### config.mk
export PLATFORM = sky130hd
export DESIGN_NAME = id_ex_pipe_stage
export DESIGN_NICKNAME = d
export VERILOG_FILES = /design/src/rtl/id_ex_pkg.sv /design/src/rtl/id_ex_skid_buf.sv /design/src/rtl/id_ex_pipe_stage.sv
export SDC_FILE = /design/constraint.sdc
export NUM_CORES = 1
export LEC_CHECK = 0
export CORE_AREA = 2 2 170 172
export CTS_CLUSTER_DIAMETER = 50
export CTS_CLUSTER_SIZE = 24
export DETAILED_ROUTE_END_ITERATION = 16
export DIE_AREA = 0 0 172 174
export GPL_TIMING_DRIVEN = 0
export SLEW_MARGIN = 20
export SYNTH_ARGS = -nofsm -noshare
export SYNTH_HDL_FRONTEND = slang
export SYNTH_SLANG_ARGS = --single-unit
### constraint.sdc
create_clock -name clk -period 1.6 [get_ports clk]
set_input_delay 0.24 -clock clk [delete_from_list [all_inputs] [get_ports clk]]
set_output_delay 0.24 -clock clk [all_outputs]
set_load 0.05 [all_outputs]
### src/rtl/id_ex_pkg.sv
// Shared types for the decode->execute pipeline register: control/data bundles and helpers.
// Latency: n/a (types and pure functions only).
// Backpressure: n/a.
package id_ex_pkg;

    localparam int DATA_WIDTH     = 32;
    localparam int REG_ADDR_WIDTH = 5;
    localparam int ALU_CTRL_WIDTH = 4;

    typedef struct packed {
        logic                      reg_write;
        logic [1:0]                result_src;
        logic                      mem_write;
        logic                      branch;
        logic [ALU_CTRL_WIDTH-1:0] alu_ctrl;
        logic                      alu_src;
        logic [2:0]                imm_src;
        logic                      jalr;
        logic [2:0]                funct3;
    } id_ex_ctrl_t;

    typedef struct packed {
        logic [DATA_WIDTH-1:0]     rd1;
        logic [DATA_WIDTH-1:0]     rd2;
        logic [DATA_WIDTH-1:0]     pc;
        logic [DATA_WIDTH-1:0]     imm_ext;
        logic [DATA_WIDTH-1:0]     pc_plus4;
        logic [DATA_WIDTH-1:0]     addr_sel;
        logic [REG_ADDR_WIDTH-1:0] rd;
    } id_ex_data_t;

    localparam id_ex_ctrl_t ID_EX_CTRL_BUBBLE = '0;

    // Strip every field that could change architectural state or redirect the PC.
    function automatic id_ex_ctrl_t gate_bubble(input id_ex_ctrl_t c);
        id_ex_ctrl_t g;
        g           = c;
        g.reg_write = 1'b0;
        g.mem_write = 1'b0;
        g.branch    = 1'b0;
        g.jalr      = 1'b0;
        return g;
    endfunction

    // x0 is hardwired to zero, so a write to it is dropped at capture time.
    function automatic id_ex_ctrl_t gate_rd0(input id_ex_ctrl_t c,
                                             input logic [REG_ADDR_WIDTH-1:0] rd);
        id_ex_ctrl_t g;
        g           = c;
        g.reg_write = c.reg_write & (rd != '0);
        return g;
    endfunction

endpackage

### src/rtl/id_ex_skid_buf.sv
// One-entry payload+valid holding register that catches an instruction while the main stage stalls.
// Latency: 1 cycle from i_load to o_valid.
// Backpressure: none internally; the parent only loads it while it is empty.
module id_ex_skid_buf
    import id_ex_pkg::*;
(
    input  logic        clk,
    input  logic        rst_n,
    input  logic        i_load,
    input  logic        i_clear,
    input  id_ex_ctrl_t i_ctrl,
    input  id_ex_data_t i_data,
    output logic        o_valid,
    output id_ex_ctrl_t o_ctrl,
    output id_ex_data_t o_data
);

    logic        r_valid;
    id_ex_ctrl_t r_ctrl;
    id_ex_data_t r_data;

    // Clear (drain or flush) beats load; payload is only written on load.
    always_ff @(posedge clk or negedge rst_n) begin
        if (!rst_n) begin
            r_valid <= 1'b0;
            r_ctrl  <= '0;
            r_data  <= '0;
        end else if (i_clear) begin
            r_valid <= 1'b0;
        end else if (i_load) begin
            r_valid <= 1'b1;
            r_ctrl  <= i_ctrl;
            r_data  <= i_data;
        end
    end

    assign o_valid = r_valid;
    assign o_ctrl  = r_ctrl;
    assign o_data  = r_data;

endmodule

### src/rtl/id_ex_pipe_stage.sv
// Decode->execute pipeline register with valid/ready handshake, flush-to-bubble and x0 write gating.
// Latency: 1 cycle; optional skid entry (ID_EX_SKID_EN) keeps ready_o registered at 1 instr/cycle.
// Backpressure: stalls hold the main register; without skid ready_o = ~valid | ready_i.
module id_ex_pipe_stage
    import id_ex_pkg::*;
(
    input  logic        clk,
    input  logic        rst_n,
    input  logic        valid_i,
    output logic        ready_o,
    input  logic        flush_i,
    input  id_ex_ctrl_t ctrl_i,
    input  id_ex_data_t data_i,
    output logic        valid_o,
    input  logic        ready_i,
    output id_ex_ctrl_t ctrl_o,
    output id_ex_data_t data_o
);

    logic        r_valid;
    id_ex_ctrl_t r_ctrl;
    id_ex_data_t r_data;

    logic        w_accept;
    logic        w_issue;
    logic        w_load_main;
    id_ex_ctrl_t w_ctrl_in;
    id_ex_ctrl_t w_next_ctrl;
    id_ex_data_t w_next_data;

    assign w_accept  = valid_i & ready_o;
    assign w_issue   = r_valid & ready_i;
    assign w_ctrl_in = gate_rd0(ctrl_i, data_i.rd);

`ifdef ID_EX_SKID_EN
    logic        w_skid_vld;
    logic        w_skid_load;
    logic        w_skid_clear;
    id_ex_ctrl_t w_skid_ctrl;
    id_ex_data_t w_skid_data;

    // Catch the input only when main is full and cannot move this cycle.
    assign w_skid_load  = w_accept & r_valid & ~ready_i & ~flush_i;
    // Empty on flush, or when its entry moves into main on an issue.
    assign w_skid_clear = flush_i | (w_skid_vld & w_issue);

    id_ex_skid_buf u_skid (
        .clk     (clk),
        .rst_n   (rst_n),
        .i_load  (w_skid_load),
        .i_clear (w_skid_clear),
        .i_ctrl  (w_ctrl_in),
        .i_data  (data_i),
        .o_valid (w_skid_vld),
        .o_ctrl  (w_skid_ctrl),
        .o_data  (w_skid_data)
    );

    // Ready comes straight off the skid flop: no ready_i->ready_o path.
    assign ready_o = ~w_skid_vld;

    // Older skid entry goes first; input can't be accepted while skid is full.
    always_comb begin
        w_load_main = ~flush_i &
                      ((w_skid_vld & w_issue) | (w_accept & (~r_valid | ready_i)));
        w_next_ctrl = w_skid_vld ? w_skid_ctrl : w_ctrl_in;
        w_next_data = w_skid_vld ? w_skid_data : data_i;
    end
`else
    assign ready_o = ~r_valid | ready_i;

    // Accept already implies main is empty or draining this cycle.
    always_comb begin
        w_load_main = ~flush_i & w_accept;
        w_next_ctrl = w_ctrl_in;
        w_next_data = data_i;
    end
`endif

    // Main register: flush first, then load, then drain on a bare issue; otherwise hold.
    always_ff @(posedge clk or negedge rst_n) begin
        if (!rst_n) begin
            r_valid <= 1'b0;
            r_ctrl  <= '0;
            r_data  <= '0;
        end else if (flush_i) begin
            r_valid <= 1'b0;
        end else if (w_load_main) begin
            r_valid <= 1'b1;
            r_ctrl  <= w_next_ctrl;
            r_data  <= w_next_data;
        end else if (w_issue) begin
            r_valid <= 1'b0;
        end
    end

    assign valid_o = r_valid;
    assign ctrl_o  = r_valid ? r_ctrl : gate_bubble(r_ctrl);
    assign data_o  = r_data;

endmodule

==> results.cfg <==
[logic_synthesis]
synth_nets = 696
syn_inst = 477
yosysWarnings = 0
ys_seq_area_share_pct = 66.2
synth_seq_cells = 215
syn_area_per_cell_sq_um = 17.0
synthDistinctLibCells = 13
syn_area_sq_um = 8120

[run_status]
status = finished with violations
violations = setup timing

[clock_network]
cts_sinks = 215
cts_root_buffer = clkbuf_16
h-tree-depth = 1
cts_tree = done
path_clk_slew_ns = 0.06
clock_path_buffers = 3
clk_latency_ns = 0.53
cts_made_buffers = 30

[grt]
grt_max_degree = 89
overflow = 0
grt.total_usage_pct = 15.6
grt_pass1_vias = 6412
grt_pass1_wl_um = 36300
antenna_found_initial = 0

[power]
ir_drop_mv = 1.05
power_switching_w = 0.00758
power_frac_clock_pct = 32.7
finalPower_w = 0.0208
combinationalPowerShare_pct = 34.5
seq_power_share_pct = 32.8
swShare_pct = 36.4
power_per_cell_area_nw_per_um2 = 1410
cellLeakagePower_nw = 6.30
intPower_w = 0.0132

[setup_path]
worstSetupEndpointType = flop
start_kind = flop
crit_required_ns = 2.01
ff2ff_setup_slack_ns = -0.11
r2r_cells = 6
critPathKind = reg2reg
worstPathArrival_ns = 2.12
crit_path_max_fanout = 10

[placed_design]
pre_cts_slack_ns = -0.641
port_buffers = 434
dp_hpwl_um = 17800
dpl_cell_area_sq_um = 13100
place_congestion = 0.738
place_inst = 1297

[sta]
drv_slew = 0
worst_pin_slew_ns = 0.473
rsz0062_at_grt = yes
finalCritPeriodShare_pct = 107
max_freq_mhz = 585
slew_headroom_pct = 68.5
fin_ws_ns = -0.110
fin_crit_ns = 1.71
finalHoldViolations = 0
clock_skew_ns = 0.00680
finalSetupViolations = 215

[drt]
drtAntennaViolNets = 0
totalWireLength_um = 24400
drt_first_pass_iters = 3
vias = 5797
drt-vias-per-instance = 4.27
remaining_drc_errors = 0
routedWlPerCell_um = 18.0
drt_iter0_markers = 148

[floorplanning]
die-area_sq_um = 29900
ioPinCount = 435
die_x_um = 172
rows = 62
core_area_sq_um = 28200
start_util_pct = 28.8
die_y_um = 174

[cells_and_area]
nets = 1170
drive_gt1_share_pct = 49.7
stdcell_area_sq_um = 14800
nFillCells = 2480
final_common_cell = clkdlybuf4s50_1
final-instance-count-excl-fill = 1358
syn_to_final_growth_pct = 82.1
mostFrequentLayoutCells = 217 x clkdlybuf4s50_1, 214 x dfrtp_1, 196 x clkdlybuf4s15_2
antenna_cells = 0

[worst_hold_path]
min_path_type = in2async

[flow_run]
cap_viol_max_count = 0
metrics by stage:
step                      hold WS [ns]  util (%)   TNS, ns
after CTS                        0.201      51.3    -18.29
final                            0.224      52.4    -14.75
after floorplan                -0.0556         -    -28.46
after detailed placement         0.180      46.2   -121.94
after global placement           0.466      46.0  -2156.73
after global routing             0.217      52.4    -27.54
flip-flops by register name, summed over array words and instances, names as in the netlist:
name     cells
r_ctrl      17
valid_o      1
data_o     197
worst max-delay path: stages (launching register included):
cell and delay, ns:
dfrtp_2 0.40, nor2b_4 0.14, nor3b_4 0.21, buf_12 0.17, buf_16 0.16, buf_8 0.16, mux2_1 0.33
power groups by stage:
stage,logic (W),registers (W),clock network (W)
global route,0.00746,0.00696,0.00730
detailed placement,0.00721,0.00691,0
CTS,0.00701,0.00683,0.00705
finish,0.00718,0.00684,0.00681
floorplan,0.00126,0.00993,0
global placement,0.00717,0.00688,0
cells by family (layout without fill, tap and decap cells):
logic type	Yosys count	after routing	synth area share, %
AOI/OAI and AO/OA	1	1	0.0615
buffers and inverters	38	535	3.23
DFF	215	215	66.2
muxes	214	214	29.6
and+or+nand+nor	9	9	0.832
Yosys cell counts:
cell	count	share of area, %
and2_1	4	0.31
buf_2	6	0.37
buf_4	30	2.8
dfrtp_1	215	66
inv_1	2	0.092
mux2_1	100	14
mux2_2	113	16
mux2i_1	1	0.12
nor2_1	2	0.092
nor2b_2	1	0.11
nor3b_4	1	0.23
o21ai_0	1	0.062
or4_1	1	0.092
final cells by class:
| type | count | area, sq um | area share (%) |
|---|---|---|---|
| Buffer | 36 | 475 | 3.21 |
| Clock buffer | 33 | 793 | 5.36 |
| Clock inverter | 22 | 250 | 1.69 |
| Inverter | 2 | 7.51 | 0.0507 |
| Multi-Input combinational cell | 224 | 2730 | 18.4 |
| Sequential cell | 215 | 5380 | 36.4 |
| Tap cell | 384 | 480 | 3.25 |
| Timing Repair Buffer | 442 | 4680 | 31.6 |
path summary, 6_finish.rpt:
| path | start | endpoint |
|---|---|---|
| setup / recovery | valid_o | data_o[103] |
| max in group asynchronous | rst_n | data_o[81] |
| hold / removal | rst_n | data_o[179] |
| hold reg to reg | data_o[108] | data_o[108] |
| min in group clk | data_i[83] | data_o[83] |
| setup reg to reg | valid_o | data_o[103] |
repair_timing:
action,4_1_cts,5_1_grt
setup endpoints to repair,430,217
hold buffers,1,0
endpoints found under the hold margin,44,0
resized for setup,735,71
setup buffers,3,0
pin swaps,1,0
cloned,0,2
routing by layer:
| metal | global-route usage, % | vias up | share of wire (%) |
|---|---|---|---|
| met5 | 0 | - | 0 |
| met2 | 27.4 | 278 | 49 |
| met3 | 6.19 | 43 | 11 |
| met1 | 16.9 | 2833 | 37 |
| met4 | 5.32 | 0 | 3.0 |
| li1 | - | 2643 | - |
Note: power is estimated with default switching activity, not from simulation.
